File: config.mk
export PLATFORM = sky130hd
export DESIGN_NAME = id_decode_stage_flat
export DESIGN_NICKNAME = d
export VERILOG_FILES = /design/src/rtl/id_decode_stage_pkg.sv /design/src/rtl/id_decode_stage_if.sv /design/src/rtl/id_decode_stage_regfile.sv /design/src/rtl/id_decode_stage.sv /design/src/flat_wrapper.sv
export SDC_FILE = /design/constraint.sdc
export NUM_CORES = 1
export LEC_CHECK = 0
export CAP_MARGIN = 40
export CORE_UTILIZATION = 50
export DETAILED_ROUTE_END_ITERATION = 8
export MAX_ROUTING_LAYER = met4
export PLACE_DENSITY = 0.71
export SYNTH_ARGS = -nofsm -noshare
export SYNTH_HDL_FRONTEND = slang
export SYNTH_SLANG_ARGS = --single-unit
File: constraint.sdc
create_clock -name clk -period 3.5 [get_ports clk]
set_input_delay 0.875 -clock clk [delete_from_list [all_inputs] [get_ports clk]]
set_output_delay 0.875 -clock clk [all_outputs]
set_load 0.02 [all_outputs]
File: src/rtl/id_decode_stage_pkg.sv
// Shared definitions for the venus ID stage: class codes, instruction field positions
// and the one-hot class control bundle.
package venus_id_pkg;

   localparam logic [2:0] CLS_INTE  = 3'd0;
   localparam logic [2:0] CLS_LOGIC = 3'd1;
   localparam logic [2:0] CLS_SHIFT = 3'd2;
   localparam logic [2:0] CLS_LD    = 3'd3;
   localparam logic [2:0] CLS_ST    = 3'd4;
   localparam logic [2:0] CLS_BR    = 3'd5;

   localparam int OPC_MSB  = 31;
   localparam int OPC_LSB  = 25;
   localparam int IMMF_BIT = 24;
   localparam int RD_LSB   = 20;
   localparam int RS_LSB   = 16;
   localparam int IMM_MSB  = 15;
   localparam int IMM_LSB  = 0;

   typedef struct packed {
      logic inte;
      logic logical;
      logic shift;
      logic ld;
      logic st;
      logic br;
      logic illegal;
   } ctrl_t;

   // Classes 6 and 7 are undefined and decode to illegal only.
   function automatic ctrl_t class_ctrl(input logic [2:0] cls);
      ctrl_t c;
      c = '0;
      case (cls)
         CLS_INTE:  c.inte    = 1'b1;
         CLS_LOGIC: c.logical = 1'b1;
         CLS_SHIFT: c.shift   = 1'b1;
         CLS_LD:    c.ld      = 1'b1;
         CLS_ST:    c.st      = 1'b1;
         CLS_BR:    c.br      = 1'b1;
         default:   c.illegal = 1'b1;
      endcase
      return c;
   endfunction

endpackage

File: src/rtl/id_decode_stage_if.sv
// IF/EX-facing bus of the ID stage, including the write-back port.
// slave = the decode stage, master = the surrounding pipeline.
interface id_decode_stage_if #(
   parameter int DATA_W = 32,
   parameter int REG_AW = 4
);
   logic [31:0]       inst_i;
   logic              inst_valid_i;
   logic              stall_i;
   logic              stall_o;
   logic              valid_o;
   logic [REG_AW-1:0] rd_idx_o;
   logic [DATA_W-1:0] rd_value_o;
   logic [DATA_W-1:0] rs_value_o;
   logic [DATA_W-1:0] imm_value_o;
   logic              immf_o;
   logic              ctrl_inte_o;
   logic              ctrl_logic_o;
   logic              ctrl_shift_o;
   logic              ctrl_ld_o;
   logic              ctrl_st_o;
   logic              ctrl_br_o;
   logic              illegal_o;
   logic [REG_AW-1:0] wb_r_i;
   logic              wb_i;
   logic [DATA_W-1:0] wb_data_i;

   modport slave (
      input  inst_i, inst_valid_i, stall_i, wb_r_i, wb_i, wb_data_i,
      output stall_o, valid_o, rd_idx_o, rd_value_o, rs_value_o, imm_value_o, immf_o,
             ctrl_inte_o, ctrl_logic_o, ctrl_shift_o, ctrl_ld_o, ctrl_st_o, ctrl_br_o,
             illegal_o
   );

   modport master (
      output inst_i, inst_valid_i, stall_i, wb_r_i, wb_i, wb_data_i,
      input  stall_o, valid_o, rd_idx_o, rd_value_o, rs_value_o, imm_value_o, immf_o,
             ctrl_inte_o, ctrl_logic_o, ctrl_shift_o, ctrl_ld_o, ctrl_st_o, ctrl_br_o,
             illegal_o
   );
endinterface

File: src/rtl/id_decode_stage_regfile.sv
// Register file: 2 async read ports, 1 sync write port, async active-low clear.
// Define ID_WB_BYPASS_EN to forward a same-cycle write into each read port.
module id_regfile #(
   parameter int DATA_W = 32,
   parameter int NREG   = 16,
   parameter int REG_AW = $clog2(NREG)
) (
   input  logic              clk,
   input  logic              rst,
   input  logic [REG_AW-1:0] ra_a,
   input  logic [REG_AW-1:0] ra_b,
   output logic [DATA_W-1:0] rdata_a,
   output logic [DATA_W-1:0] rdata_b,
   input  logic              we,
   input  logic [REG_AW-1:0] wa,
   input  logic [DATA_W-1:0] wdata
);

   logic [DATA_W-1:0] mem [NREG];
   logic [DATA_W-1:0] raw_a;
   logic [DATA_W-1:0] raw_b;

   // Flop-based storage: the whole file must clear on reset, which rules out block RAM.
   generate
      for (genvar gi = 0; gi < NREG; gi++) begin : g_reg
         logic [DATA_W-1:0] q_reg;
         always_ff @(posedge clk or negedge rst) begin
            if (!rst) begin
               q_reg <= '0;
            end else if (we && (wa == REG_AW'(gi))) begin
               q_reg <= wdata;
            end
         end
         assign mem[gi] = q_reg;
      end
   endgenerate

   assign raw_a = (int'(ra_a) < NREG) ? mem[ra_a] : '0;
   assign raw_b = (int'(ra_b) < NREG) ? mem[ra_b] : '0;

`ifdef ID_WB_BYPASS_EN
   assign rdata_a = (we && (wa == ra_a)) ? wdata : raw_a;
   assign rdata_b = (we && (wa == ra_b)) ? wdata : raw_b;
`else
   assign rdata_a = raw_a;
   assign rdata_b = raw_b;
`endif

endmodule

File: src/rtl/id_decode_stage.sv
// venus ID stage: decodes the instruction, reads operands, registers them with valid,
// stall hold and load-use bubble insertion. ID_WB_BYPASS_EN enables write-back forwarding.
module id_decode_stage
   import venus_id_pkg::*;
#(
   parameter int DATA_W = 32,
   parameter int NREG   = 16,
   parameter int REG_AW = $clog2(NREG)
) (
   input logic          clk,
   input logic          rst,
   id_decode_stage_if.slave bus
);

   logic [2:0]        cls;
   logic [REG_AW-1:0] rd_f;
   logic [REG_AW-1:0] rs_f;
   logic [15:0]       imm_f;
   ctrl_t             dec_ctrl;
   logic [DATA_W-1:0] imm_ext;
   logic [DATA_W-1:0] rf_rd;
   logic [DATA_W-1:0] rf_rs;
   logic              hazard;
   logic              unused_inst;

   logic              valid_reg;
   logic [REG_AW-1:0] rd_idx_reg;
   logic [DATA_W-1:0] rd_value_reg;
   logic [DATA_W-1:0] rs_value_reg;
   logic [DATA_W-1:0] imm_value_reg;
   logic              immf_reg;
   ctrl_t             ctrl_reg;

   assign cls         = bus.inst_i[OPC_MSB -: 3];
   assign rd_f        = bus.inst_i[RD_LSB +: REG_AW];
   assign rs_f        = bus.inst_i[RS_LSB +: REG_AW];
   assign imm_f       = bus.inst_i[IMM_MSB:IMM_LSB];
   assign dec_ctrl    = class_ctrl(cls);
   assign unused_inst = ^{bus.inst_i[OPC_LSB +: 4]};

   assign imm_ext = (cls == CLS_LOGIC) ? DATA_W'(imm_f) : DATA_W'(signed'(imm_f));

   id_regfile #(
      .DATA_W (DATA_W),
      .NREG   (NREG),
      .REG_AW (REG_AW)
   ) u_regfile (
      .clk     (clk),
      .rst     (rst),
      .ra_a    (rd_f),
      .ra_b    (rs_f),
      .rdata_a (rf_rd),
      .rdata_b (rf_rs),
      .we      (bus.wb_i),
      .wa      (bus.wb_r_i),
      .wdata   (bus.wb_data_i)
   );

   // A load in EX cannot supply its result this cycle, so a dependent instruction must wait.
   assign hazard = valid_reg & ctrl_reg.ld & bus.inst_valid_i &
                   ((rs_f == rd_idx_reg) | (rd_f == rd_idx_reg));

   assign bus.stall_o = bus.stall_i | hazard;

   always_ff @(posedge clk or negedge rst) begin
      if (!rst) begin
         valid_reg     <= 1'b0;
         rd_idx_reg    <= '0;
         rd_value_reg  <= '0;
         rs_value_reg  <= '0;
         imm_value_reg <= '0;
         immf_reg      <= 1'b0;
         ctrl_reg      <= '0;
      end else if (bus.stall_i) begin
         valid_reg <= valid_reg;
      end else if (hazard) begin
         // Operands are held; the instruction is re-presented by IF next cycle.
         valid_reg <= 1'b0;
         ctrl_reg  <= '0;
      end else begin
         valid_reg     <= bus.inst_valid_i;
         rd_idx_reg    <= rd_f;
         rd_value_reg  <= rf_rd;
         rs_value_reg  <= rf_rs;
         imm_value_reg <= imm_ext;
         immf_reg      <= bus.inst_i[IMMF_BIT];
         ctrl_reg      <= bus.inst_valid_i ? dec_ctrl : '0;
      end
   end

   assign bus.valid_o      = valid_reg;
   assign bus.rd_idx_o     = rd_idx_reg;
   assign bus.rd_value_o   = rd_value_reg;
   assign bus.rs_value_o   = rs_value_reg;
   assign bus.imm_value_o  = imm_value_reg;
   assign bus.immf_o       = immf_reg;
   assign bus.ctrl_inte_o  = ctrl_reg.inte;
   assign bus.ctrl_logic_o = ctrl_reg.logical;
   assign bus.ctrl_shift_o = ctrl_reg.shift;
   assign bus.ctrl_ld_o    = ctrl_reg.ld;
   assign bus.ctrl_st_o    = ctrl_reg.st;
   assign bus.ctrl_br_o    = ctrl_reg.br;
   assign bus.illegal_o    = ctrl_reg.illegal;

endmodule
File: src/flat_wrapper.sv
// flat-port wrapper written by rule: the top's interface ports become plain ports
module id_decode_stage_flat import venus_id_pkg::*;
#(
   parameter int DATA_W = 32,
   parameter int NREG   = 16,
   parameter int REG_AW = $clog2(NREG)
)
  (clk, rst, bus_inst_i, bus_inst_valid_i, bus_stall_i, bus_wb_r_i, bus_wb_i, bus_wb_data_i, bus_stall_o, bus_valid_o, bus_rd_idx_o, bus_rd_value_o, bus_rs_value_o, bus_imm_value_o, bus_immf_o, bus_ctrl_inte_o, bus_ctrl_logic_o, bus_ctrl_shift_o, bus_ctrl_ld_o, bus_ctrl_st_o, bus_ctrl_br_o, bus_illegal_o);
  id_decode_stage_if #(.DATA_W(DATA_W), .REG_AW(REG_AW)) bus_i ();
  input logic clk;
  input logic rst;
  input wire logic [$bits(bus_i.inst_i)-1:0] bus_inst_i;
  input wire logic [$bits(bus_i.inst_valid_i)-1:0] bus_inst_valid_i;
  input wire logic [$bits(bus_i.stall_i)-1:0] bus_stall_i;
  input wire logic [$bits(bus_i.wb_r_i)-1:0] bus_wb_r_i;
  input wire logic [$bits(bus_i.wb_i)-1:0] bus_wb_i;
  input wire logic [$bits(bus_i.wb_data_i)-1:0] bus_wb_data_i;
  output wire logic [$bits(bus_i.stall_o)-1:0] bus_stall_o;
  output wire logic [$bits(bus_i.valid_o)-1:0] bus_valid_o;
  output wire logic [$bits(bus_i.rd_idx_o)-1:0] bus_rd_idx_o;
  output wire logic [$bits(bus_i.rd_value_o)-1:0] bus_rd_value_o;
  output wire logic [$bits(bus_i.rs_value_o)-1:0] bus_rs_value_o;
  output wire logic [$bits(bus_i.imm_value_o)-1:0] bus_imm_value_o;
  output wire logic [$bits(bus_i.immf_o)-1:0] bus_immf_o;
  output wire logic [$bits(bus_i.ctrl_inte_o)-1:0] bus_ctrl_inte_o;
  output wire logic [$bits(bus_i.ctrl_logic_o)-1:0] bus_ctrl_logic_o;
  output wire logic [$bits(bus_i.ctrl_shift_o)-1:0] bus_ctrl_shift_o;
  output wire logic [$bits(bus_i.ctrl_ld_o)-1:0] bus_ctrl_ld_o;
  output wire logic [$bits(bus_i.ctrl_st_o)-1:0] bus_ctrl_st_o;
  output wire logic [$bits(bus_i.ctrl_br_o)-1:0] bus_ctrl_br_o;
  output wire logic [$bits(bus_i.illegal_o)-1:0] bus_illegal_o;
  assign bus_i.inst_i = bus_inst_i;
  assign bus_i.inst_valid_i = bus_inst_valid_i;
  assign bus_i.stall_i = bus_stall_i;
  assign bus_i.wb_r_i = bus_wb_r_i;
  assign bus_i.wb_i = bus_wb_i;
  assign bus_i.wb_data_i = bus_wb_data_i;
  assign bus_stall_o = bus_i.stall_o;
  assign bus_valid_o = bus_i.valid_o;
  assign bus_rd_idx_o = bus_i.rd_idx_o;
  assign bus_rd_value_o = bus_i.rd_value_o;
  assign bus_rs_value_o = bus_i.rs_value_o;
  assign bus_imm_value_o = bus_i.imm_value_o;
  assign bus_immf_o = bus_i.immf_o;
  assign bus_ctrl_inte_o = bus_i.ctrl_inte_o;
  assign bus_ctrl_logic_o = bus_i.ctrl_logic_o;
  assign bus_ctrl_shift_o = bus_i.ctrl_shift_o;
  assign bus_ctrl_ld_o = bus_i.ctrl_ld_o;
  assign bus_ctrl_st_o = bus_i.ctrl_st_o;
  assign bus_ctrl_br_o = bus_i.ctrl_br_o;
  assign bus_illegal_o = bus_i.illegal_o;
  id_decode_stage #(.DATA_W(DATA_W), .NREG(NREG), .REG_AW(REG_AW)) u_core (.clk(clk), .rst(rst), .bus(bus_i));
endmodule
==> results of run 1 <==
[synthesized netlist by cell type (4+ instances only)]
master	count	area share (%)
a22oi_1	128	3.2
a32o_1	5	0.17
buf_1	17	0.21
buf_2	36	0.59
buf_4	17	0.42
buf_6	4	0.15
clkbuf_1	126	1.6
dfrtp_1	606	50
mux2_1	16	0.59
mux2_2	541	20
mux2_4	41	2.0
mux4_2	256	19
nand2_1	66	0.82
nor2_1	13	0.16
nor2b_1	7	0.14
xnor2_1	4	0.12
xor2_1	4	0.12
[power by group]
part	switching (mW)	total, mW	internal [mW]
logic	1.96	5.18	3.22
clock network	2.87	7.49	4.61
registers	1.14	9.79	8.65
[kinds of logic (layout without fill, tap and decap cells)]
family                 Yosys count  count (layout)
AO/OA/AOI/OAI                  139             139
XOR/XNOR                         8               8
AND/OR/NAND/NOR                104             104
other                            0               4
flip-flops                     606             606
buffers and inverters          202             377
multiplexers                   854             854
[area by class of cell]
| cell class | count | area [µm²] | share of cell area (%) |
|---|---|---|---|
| clock inverter | 19 | 305 | 0.857 |
| timing repair buffer | 255 | 2720 | 7.65 |
| clock buffer | 101 | 2040 | 5.73 |
| multi-input combinational | 1105 | 14400 | 40.4 |
| inverter | 2 | 7.51 | 0.0211 |
| tap | 773 | 967 | 2.72 |
| sequential | 606 | 15200 | 42.6 |
| antenna | 4 | 10.0 | 0.0281 |
[critical path, stage by stage]
cell,delay [ns]
clkdlybuf4s50_1,0.47
xor2_1,0.19
o41ai_2,0.28
buf_4,0.17
a41oi_4,0.11
inv_1,0.08
dlygate4sd2_1,0.33
[worst paths after layout]
check	to	slack, ns	from
max in group asynchronous	u_core.u_regfile.g_reg[2].q_reg[13]	2.22	rst
max reg2reg	u_core.bus.rd_value_o[14]	0.90	u_core.bus.rd_idx_o[3]
max	bus_stall_o	0.12	bus_inst_i[23]
min	u_core.u_regfile.g_reg[13].q_reg[3]	0.28	rst
min reg2reg	u_core.bus.ctrl_logic_o	0.50	u_core.bus.ctrl_logic_o
min in group clk	u_core.bus.ctrl_logic_o	0.50	u_core.bus.ctrl_logic_o
[per-layer routing]
layer  vias up  wire length [µm]  track usage [%]
li1       7635                 -                -
met1     10000             33500             37.4
met2       719             37300             41.1
met3       146              5900             5.57
met4         0              1990             8.50
met5         -                 0                -
[through the flow]
step / worst slack (ns) / hold slack [ns]
final: 0.125 / 0.277
after global routing: 0.00316 / 0.312
after CTS: 0.110 / 0.287
after detailed placement: -0.152 / 0.483
after global placement: -0.197 / 0.483
after floorplan: 0.400 / 0.476
==> run summary, run 1 <==
Post-Syn Instances - 1913
routed vias - 18500
vias per inst - 6.47
Lkg Pwr - 14.9 nW
Routed Antenna Nets - 0
Clock Pin Slew Worst Setup and Hold Paths - 0.06 ns
drt initial violations - 1288
register area share after synthesis - 50.0%
worst clock skew - 0.0187 ns
Tightest Hold Check Type - in2async
P&R area growth vs syn - 17.5%
Final Setup Violations - 0
CTS max path bufs - 3
Die Y - 248 µm
drt pass-1 iters - 5
DR WL/cell - 27.4 µm
Setup crit end kind - primary output
synth warn - 0
final slew viol count - 0
Post-DP Area - 33300 µm²
Max H-tree Level - 3
number of distinct library cells after synthesis - 30
routed wire length - 78600 µm
Core ar. - 59500 µm²
post-synthesis compound-gate area fraction - 3.55%
grt ovf - 0
WP data arrival - 2.50 ns
Synth Register Bits - 606
worst slew pin tran - 0.919 ns
Mapped Area - 30300 µm²
final period utilization - 96.4%
main combinational cell family by area after synthesis - multiplexers
Chip Width - 248 µm
R2R depth - 8
vias in the first global route - 19900
final core occ - 59.9%
critical path class - in2out
share of post-route cells with drive strength above 1 - 50.3%
FMAX - 296 MHz
Clock Sinks - 606
final net count - 2110
outcome - completed
Num CTS Buffers - 67
DR DRC count - 0
VDD IR-drop max - 333 µV
Setup TNS - 0 ns
worst path required time - 2.62 ns
final HPWL from detailed placement - 44600 µm
full die area - 61600 µm²
Setup Buffers After CTS - 0
post-synthesis simple-gate area fraction - 1.51%
max FFs per register - 512
Tmin final - 3.38 ns
Fin. Hold Viols - 0
largest net degree at the start of global routing - 130
I/O pin cnt - 183
FFs w/ async S/R, synth - 100%
most frequent cells in the layout - 606 x dfrtp_1, 541 x mux2_2, 256 x mux4_2
Rel. slew slack - 38.8%
number of flops mapped to enable cells by yosys - 0
MaxCap Viol Count - 0
critical path peak fanout - 2
RePlAce Congestion - 0.756
row count - 89
main flop type after synthesis - dfrtp_1
first-pass GRT wire length - 121000 µm
filler instances - 4475
Clk Latency, worst-skew pair - 0.59 ns
design area - 35600 µm²
most common cell after layout, fill and taps aside - dfrtp_1
Root Driver - clkbuf_16
gr usage total - 27.3%
CTS tree - yes
unrepaired setup endpoints after global routing - false
P per Cell Area - 631 nW/µm²
# port buffers - 178
Design Power - 22.5 mW
CP Launch Type - input pin
mux contribution to synthesized area - 41.7%
adder-cell share of the synthesized area - 0%
syn_area_per_cell - 15.8 µm²
Synth Area in XOR/XNOR - 0.231%
placed cells - 2741
Post-CTS Hold Buffers - 0
Cell Count, Final, Fillers Out - 2865
Syn Nets - 1986
antenna violations before repair - 4
Initial Utilization - 51.0%
post_cts resized - 1
Power figures use the tool's default switching activity.
==> inputs of run 2 (changes only) <==
--- a/config.mk
+++ b/config.mk
@@ -7,6 +7,7 @@
 export LEC_CHECK = 0
 export CAP_MARGIN = 40
 export CORE_UTILIZATION = 50
+export CTS_CLUSTER_SIZE = 40
 export DETAILED_ROUTE_END_ITERATION = 8
 export MAX_ROUTING_LAYER = met4
 export PLACE_DENSITY = 0.71
==> results of run 2 <==
The final DEF is identical to that of run 1; final timing and power are the same.
